File: src/rtl/inst_fetch_queue.sv
// inst_fetch_queue
//   Decoupled fetch queue between fetch (PC + instruction ROM) and decode. It buffers up to
//   DEPTH fetched {pc, inst} pairs so fetch keeps running while decode stalls. It also
//   presents one registered {pc, inst} pair to decode each cycle, in place of a plain IF/ID
//   register.
// Ports
//   clk, rst            clock; synchronous active-high reset
//   stall[5:0]          pipeline stall vector; only stall[1] (IF/ID) and stall[2] (ID) matter
//   flush               exception flush, discards everything
//   redirect_i          branch taken in ID; keep only the delay-slot entry
//   if_valid_i/pc/inst  entry offered by fetch
//   if_ready_o          queue has room (registered state only)
//   id_valid_o/pc/inst  registered entry presented to decode
//   count_o             number of queued entries, 0..DEPTH
module inst_fetch_queue #(
   parameter int unsigned DEPTH = 4,
   parameter int unsigned AW    = 2,
   parameter int unsigned DW    = 32
) (
   input  logic          clk,
   input  logic          rst,
   input  logic [5:0]    stall,
   input  logic          flush,
   input  logic          redirect_i,
   input  logic          if_valid_i,
   input  logic [DW-1:0] if_pc_i,
   input  logic [DW-1:0] if_inst_i,
   output logic          if_ready_o,
   output logic          id_valid_o,
   output logic [DW-1:0] id_pc_o,
   output logic [DW-1:0] id_inst_o,
   output logic [AW:0]   count_o
);

   localparam logic [AW:0] CntFull = (AW+1)'(DEPTH);

   logic [DW-1:0] pc_mem_q   [DEPTH];
   logic [DW-1:0] pc_mem_d   [DEPTH];
   logic [DW-1:0] inst_mem_q [DEPTH];
   logic [DW-1:0] inst_mem_d [DEPTH];
   logic [AW-1:0] rd_ptr_q, rd_ptr_d;
   logic [AW-1:0] wr_ptr_q, wr_ptr_d;
   logic [AW:0]   count_q, count_d;
   logic          id_valid_q, id_valid_d;
   logic [DW-1:0] id_pc_q, id_pc_d;
   logic [DW-1:0] id_inst_q, id_inst_d;
   logic          push, pop;
   logic          unused_stall;

   assign unused_stall = ^{stall[5:3], stall[0]};

   // Ready depends on the registered count only, so it has no path from the inputs.
   assign if_ready_o = (count_q < CntFull);
   assign push       = if_valid_i && if_ready_o && !flush;
   assign pop        = !stall[1] && (count_q != '0) && !flush;

   always_comb begin
      pc_mem_d   = pc_mem_q;
      inst_mem_d = inst_mem_q;
      // Writing the slot is harmless even when the push is later discarded: the slot at
      // wr_ptr is never live while the queue is not full.
      if (push) begin
         pc_mem_d[wr_ptr_q]   = if_pc_i;
         inst_mem_d[wr_ptr_q] = if_inst_i;
      end
   end

   always_comb begin
      id_valid_d = 1'b0;
      id_pc_d    = '0;
      id_inst_d  = '0;
      if (flush) begin
         id_valid_d = 1'b0;
      end else if (stall[1] && !stall[2]) begin
         id_valid_d = 1'b0;              // decode advances while fetch is held: bubble
      end else if (stall[1]) begin
         id_valid_d = id_valid_q;
         id_pc_d    = id_pc_q;
         id_inst_d  = id_inst_q;
      end else if (count_q != '0) begin
         id_valid_d = 1'b1;
         id_pc_d    = pc_mem_q[rd_ptr_q];
         id_inst_d  = inst_mem_q[rd_ptr_q];
      end
   end

   always_comb begin
      rd_ptr_d = rd_ptr_q;
      wr_ptr_d = wr_ptr_q;
      count_d  = count_q;
      if (flush) begin
         rd_ptr_d = '0;
         wr_ptr_d = '0;
         count_d  = '0;
      end else if (redirect_i) begin
         // Keep only the oldest in-flight entry (the delay slot).
         if (count_q != '0) begin
            wr_ptr_d = rd_ptr_q + 1'b1;
            if (pop) begin
               rd_ptr_d = rd_ptr_q + 1'b1;
               count_d  = '0;
            end else begin
               count_d  = (AW+1)'(1);
            end
         end else if (push) begin
            wr_ptr_d = wr_ptr_q + 1'b1;
            count_d  = (AW+1)'(1);
         end else begin
            count_d  = '0;
         end
      end else begin
         if (push) wr_ptr_d = wr_ptr_q + 1'b1;
         if (pop)  rd_ptr_d = rd_ptr_q + 1'b1;
         if (push && !pop)      count_d = count_q + 1'b1;
         else if (!push && pop) count_d = count_q - 1'b1;
      end
   end

   always_ff @(posedge clk) begin
      if (rst) begin
         rd_ptr_q   <= '0;
         wr_ptr_q   <= '0;
         count_q    <= '0;
         id_valid_q <= 1'b0;
         id_pc_q    <= '0;
         id_inst_q  <= '0;
      end else begin
         rd_ptr_q   <= rd_ptr_d;
         wr_ptr_q   <= wr_ptr_d;
         count_q    <= count_d;
         id_valid_q <= id_valid_d;
         id_pc_q    <= id_pc_d;
         id_inst_q  <= id_inst_d;
      end
   end

   // Storage needs no reset; occupancy is tracked by the pointers and count.
   always_ff @(posedge clk) begin
      pc_mem_q   <= pc_mem_d;
      inst_mem_q <= inst_mem_d;
   end

   assign id_valid_o = id_valid_q;
   assign id_pc_o    = id_pc_q;
   assign id_inst_o  = id_inst_q;
   assign count_o    = count_q;

endmodule

File: config.mk
export PLATFORM = sky130hd
export DESIGN_NAME = inst_fetch_queue
export DESIGN_NICKNAME = d
export VERILOG_FILES = /design/src/rtl/inst_fetch_queue.sv
export SDC_FILE = /design/constraint.sdc
export NUM_CORES = 1
export LEC_CHECK = 0
export CAP_MARGIN = 30
export CORE_ASPECT_RATIO = 1.1
export CORE_MARGIN = 5
export CORE_UTILIZATION = 40
export DETAILED_ROUTE_END_ITERATION = 16
export PLACE_DENSITY = 0.73
export SETUP_SLACK_MARGIN = 0.3
export SLEW_MARGIN = 20
export SYNTH_ARGS = -nofsm -noshare
export SYNTH_HDL_FRONTEND = slang
export SYNTH_SLANG_ARGS = --single-unit
export TNS_END_PERCENT = 10
File: constraint.sdc
create_clock -name clk -period 7.8 [get_ports clk]
set_input_delay 1.95 -clock clk [delete_from_list [all_inputs] [get_ports clk]]
set_output_delay 1.95 -clock clk [all_outputs]
set_load 0.03 [all_outputs]
== Word level (Yosys, flattened, before mapping) ==
Cells that the tools add are included.
Storage, ports and cells
  flip-flop bits (word level): 328
  output and inout bits: 69
Cells by class
  add/subtract/negate cells: 4
  magnitude comparators: 4
  bitwise operators: 2
  muxes and demuxes: 25
  reduce and logical (&&, ||, !) cells: 17
  equal/unequal tests: 1
Operator list (number)
  bitwise mux 128 bit: 2
  two-way mux 32 bit: 7
  binary-select mux 32 bit (select 2 bit): 2
  demux 32 bit (select 2 bit): 1
  two-way mux 2 bit: 6
  two-way mux 3 bit: 4
  logical AND 1 bit: 8
  greater-or-equal comparator 3 bit (second input constant): 2
  inverter 2 -> 3 bit: 2
  nonzero test 3 bit: 2
  logical NOT 1 bit: 5
  adder 2 x 1 -> 2 bit (second input constant): 2
  adder 3 x 1 -> 3 bit (second input constant): 1
  less-than comparator 3 x 1 -> 1 bit (second input constant): 1
  less-than comparator 3 bit (second input constant): 1
  two-way mux 1 bit: 3
  OR reduction 3 bit: 1
  subtractor 3 x 1 -> 3 bit (second input constant): 1
  inequality test 2 x 1 -> 1 bit (second input constant): 1
  OR reduction 2 bit: 1

== Longest topological paths before layout ==
  depth in word-level cells: 8
  depth in mapped cells: 10
  depth with buffers taken out: 7

== Worst setup path before layout ==
Ideal clock, no wire load.
  path kind: input-to-reg
  start: input port flush
  end: register inst_mem_q[0] in the netlist's numbering (enable)
  setup slack: 3435 ps
  cell stages on the path: 2
  buffers on the path: 0
  library setup time: 429 ps
  data arrival time: 3937 ps
  cell sequence: nor3b_1 and2_1
On the way
  cells in the longest elaborated chain, start to end: 2
Ends and longest elaborated chain
  from (decl): RTL line 23  | input logic flush,
  logical NOT 1 bit: RTL line 54  | assign push = if_valid_i && if_ready_o && !flush;
  logical AND 1 bit: RTL line 54
  to (signal assigned): RTL line 140  | inst_mem_q <= inst_mem_d;
  to (decl): RTL line 39  | logic [DW-1:0] inst_mem_q [DEPTH];
Every way passes these cells.
A chain may end at the register's enable or synchronous reset.

== Worst setup path in the final report ==
  start: input port stall[1]
  end: register id_pc_q[3], in the netlist id_pc_o[3]
On the way
  cells in the longest elaborated chain, start to end: 2
Ends and longest elaborated chain
  from (decl): RTL line 22  | input logic [5:0] stall,
  logical AND 1 bit: RTL line 74  | end else if (stall[1] && !stall[2]) begin
  OR reduction 3 bit (no source line)
  to (signal assigned): RTL line 132  | id_pc_q <= id_pc_d;
  to (decl): RTL line 45  | logic [DW-1:0] id_pc_q, id_pc_d;
Several ways; a longest one is shown, not always the timed one.

==> reports/metrics.cfg <==
[cells_and_area]
design.final.nets = 847
seq_area_um2 = 9136
fillerInstances = 2369
proportion_of_layout_cells_with_a_drive_suffix_above_1_pct = 16.67
area.growth.synth_to_final_pct = 24.62
diodes = 0
multi_input_comb_area_um2 = 2576

[sta]
layout_worst_path_cycle_share_pct = 53.37
finalSetupViolations = 0
fin_tns_setup_ns = 0
timing.final.max_slew_violations = 0
hold_viol_final = 0
worst_clk_skew_ns = 0.01524
postLayoutSetupSlackWorst_ns = 3.637
rsz0062_at_grt = false
maxClockFrequency_ghz = 0.2402
timing.max_slew.rel_slack_pct = 34.63
tightest_slew_ns = 0.9806
finalWorstPathRequiredPeriod_ns = 4.163

[die]
design.core.area_um2 = 29480
initial_utilization_pct = 40.46
die-height_um = 191.1
fp.dieArea_um2 = 33380
die_width_um = 174.6
io_pins = 144
core.rowCount = 66

[detailed_routing]
route.antenna.remaining_nets = 0
postRouteWirelength_um = 23790
wl_per_cell_um = 20.40
dr_total_vias = 6075
drt_drc_violations_left = 0
drt_iter0_markers = 368
vias_per_cell = 5.210
detailedRoute.firstPassIterationCount = 7

[logic_synthesis]
synth.avg_cell_area_um2 = 19.15
synth.area.top_cells = edfxtp_1 (64%), dfxtp_1 (12%), mux4_2 (12%), a22oi_1 (4.0%), nor2_1 (2.2%)
syn-num-nets = 703
synthCells = 623
synth.yosys.seq_area_share_pct = 76.53
synthDominantCellAreaShare_pct = 64.45
ys_types = 34
netlist_area_um2 = 11930
flip_flop_and_latch_count_after_synthesis = 328
yosysTopAreaCell = edfxtp_1
yosys_warnings = 0

[power]
pwr-share-seq_pct = 52.0
combPwrFrac_pct = 4.3
switch_share_pct = 19.73
clock_power_share_pct = 43.7
power-per-cell-area_nw_per_um2 = 249.0
power.switching_uw = 730.2
cellLeakagePower_uw = 0.004624
power.internal_uw = 2972
worst_ir_drop_vdd_v = 0.0001818

[global_route]
grt_pass1_wl_um = 36910
grt_antenna_before_repair = 0
globalRouteTotalUtil_pct = 14.17
grt_max_degree = 76
globalRoute.totalOverflow = 0
grt_pass1_vias = 6388

[place]
sum_of_net_half_perimeters_after_detailed_placement_um = 13680
detailedPlace.worstSlack_ns = 3.002
globalplace.congestion = 0.7130
portBuffers = 139

[worst_hold_path]
hold_path.class = reg2reg

[flow_run]
maxCapViolCount = 0

[clock_network]
cts.hold.buffers_added = 0
cts_tree = done
numCtsBuffers = 35
clockRootBuffer = clkbuf_16
post_cts_buffers = 0
clock_sink_count = 328
cts_repair_resized_insts = 0
cts_clock_pin_slew_for_the_worst_setup_and_hold_paths_ns = 0.06
htree_num_levels = 2
clk_latency_ns = 0.51
clockBufferDepth = 3

[setup_path]
critPathMaxFanout = 75
critical_path_source_type = input port
worst-setup-path-type = in2reg
worstPathRequired_ns = 8.16
timing.critical_path.arrival_ns = 4.53
worst_setup_path_end_kind = flip-flop

[run_status]
run_status = completed

[final timing paths]
| kind | from | end | slack, ns | cells past startpoint |
|---|---|---|---|---|
| hold reg to reg | id_valid_o$_SDFFE_PP0N_ | id_valid_o$_SDFFE_PP0N_ | 0.49 | 2 |
| setup reg to reg | rd_ptr_q[0]$_SDFFE_PP0P_ | id_pc_o[29]$_SDFFE_PP0N_ | 5.28 | 4 |
| hold / removal | id_valid_o$_SDFFE_PP0N_ | id_valid_o$_SDFFE_PP0N_ | 0.49 | 2 |
| setup / recovery | stall[1] | id_pc_o[3]$_SDFFE_PP0N_ | 3.64 | 5 |
[placed cells by master (no fill, tap or decap), drive strengths merged]
| cell type | Yosys | final |
|---|---|---|
| edfxtp | 256 | 256 |
| and3b | 1 | 1 |
| nand3 | 2 | 2 |
| dfxtp | 72 | 72 |
| ha | 4 | 4 |
| xor2 | 3 | 3 |
| mux4 | 64 | 64 |
| nor3b | 1 | 1 |
| o21ai | 4 | 4 |
| bufinv | 0 | 3 |
| buf | 23 | 9 |
| and2 | 4 | 4 |
| clkbuf | 17 | 51 |
| a32o | 1 | 1 |
| clkinvlp | 0 | 1 |
| or3 | 2 | 2 |
| a21oi | 4 | 4 |
| nand2 | 4 | 4 |
| or2 | 1 | 1 |
| o211ai | 2 | 2 |
| nand2b | 1 | 1 |
| fa | 1 | 1 |
| xnor2 | 2 | 2 |
| clkdlybuf4s50 | 0 | 138 |
| nor2 | 71 | 71 |
| a311oi | 3 | 3 |
| clkinv | 0 | 6 |
| a22oi | 64 | 64 |
| nor3 | 2 | 2 |
| nand4 | 1 | 1 |
| a31oi | 3 | 3 |
| inv | 7 | 8 |
| o21bai | 1 | 1 |
| nand3b | 2 | 2 |
[stage by stage]
| stage | instance area (µm²) | power (µW) | utilization, % | std cells | hold slack (ns) |
|---|---|---|---|---|---|
| 6_report | 14860 | 3702 | 50.42 | 1166 | 0.4866 |
| 5_1_grt | 14860 | 3843 | 50.42 | 1166 | 0.5262 |
| 4_1_cts | 14860 | 3754 | 50.42 | 1166 | 0.4956 |
| 3_5_place_dp | 13730 | 2124 | 46.56 | 1104 | 0.4792 |
| 3_3_place_gp | 13620 | 2118 | 46.19 | 1099 | 0.4685 |
| 2_1_floorplan | 11930 | 2042 | - | 623 | 0.5078 |
[registers in the layout (all words and copies together), names as in the netlist]
name and cells:
count_o 3, id_inst_o 32, id_pc_o 32, id_valid_o 1, inst_mem_q 128, pc_mem_q 128, rd_ptr_q 2, wr_ptr_q 2
[routing by layer]
| layer | track usage, % | wire length, µm | vias up |
|---|---|---|---|
| li1 | - | - | 2790 |
| met3 | 3.184 | 1311 | 37 |
| met2 | 24.97 | 12300 | 157 |
| met4 | 3.929 | 484 | 0 |
| met5 | 0 | 0 | - |
| met1 | 17.74 | 9689 | 3091 |
[power groups by stage]
stage | Combinational, µW | Clock (µW) | Sequential (µW)
floorplan | 77.1 | 0 | 1960
global placement | 157 | 0 | 1960
detailed placement | 163 | 0 | 1960
CTS | 164 | 1670 | 1920
global route | 173 | 1740 | 1930
finish | 160 | 1620 | 1920
[worst max-delay path, stage by stage]
cell,delay [ns]
buf_4,0.73
inv_1,0.30
o21bai_4,0.81
buf_4,0.58
nor2_1,0.11
[area by class of cell]
cell class | instances | share of cell area (%)
Clock buffer | 51 | 6.641
Timing Repair Buffer | 147 | 10.22
Inverter | 7 | 0.1768
Tap cell | 374 | 3.148
Clock inverter | 11 | 1.019
Sequential cell | 328 | 61.46
Multi-Input combinational cell | 248 | 17.33
[cells by family after synthesis]
kind of cell / after synthesis / synth area share (%)
and+or+nand+nor: 92 / 3.304
DFF: 328 / 76.53
xor gates and xnor gates: 5 / 0.3672
buffers and inverters: 47 / 2.108
adders and majority gates: 5 / 0.5875
muxes: 64 / 12.08
AOI/OAI and AO/OA: 82 / 5.014
[synth_stat cells]
library cell  count
nand3_1           2
and2_1            4
nand2b_1          1
buf_6             1
nand2_1           4
fa_1              1
nor3b_1           1
o21ai_0           4
a31oi_1           3
nor2_1           71
a22oi_1          64
a32o_1            1
and3b_1           1
a311oi_1          3
o211ai_1          2
a21oi_1           4
inv_1             7
ha_1              4
nor3_2            1
buf_8             1
nand3b_1          2
buf_12            2
xnor2_1           2
xor2_1            3
nor3_1            1
mux4_2           64
or2_1             1
buf_2            19
or3_1             2
clkbuf_1         17
nand4_1           1
edfxtp_1        256
o21bai_1          1
dfxtp_1          72
Note: power is estimated with default switching activity, not from simulation.
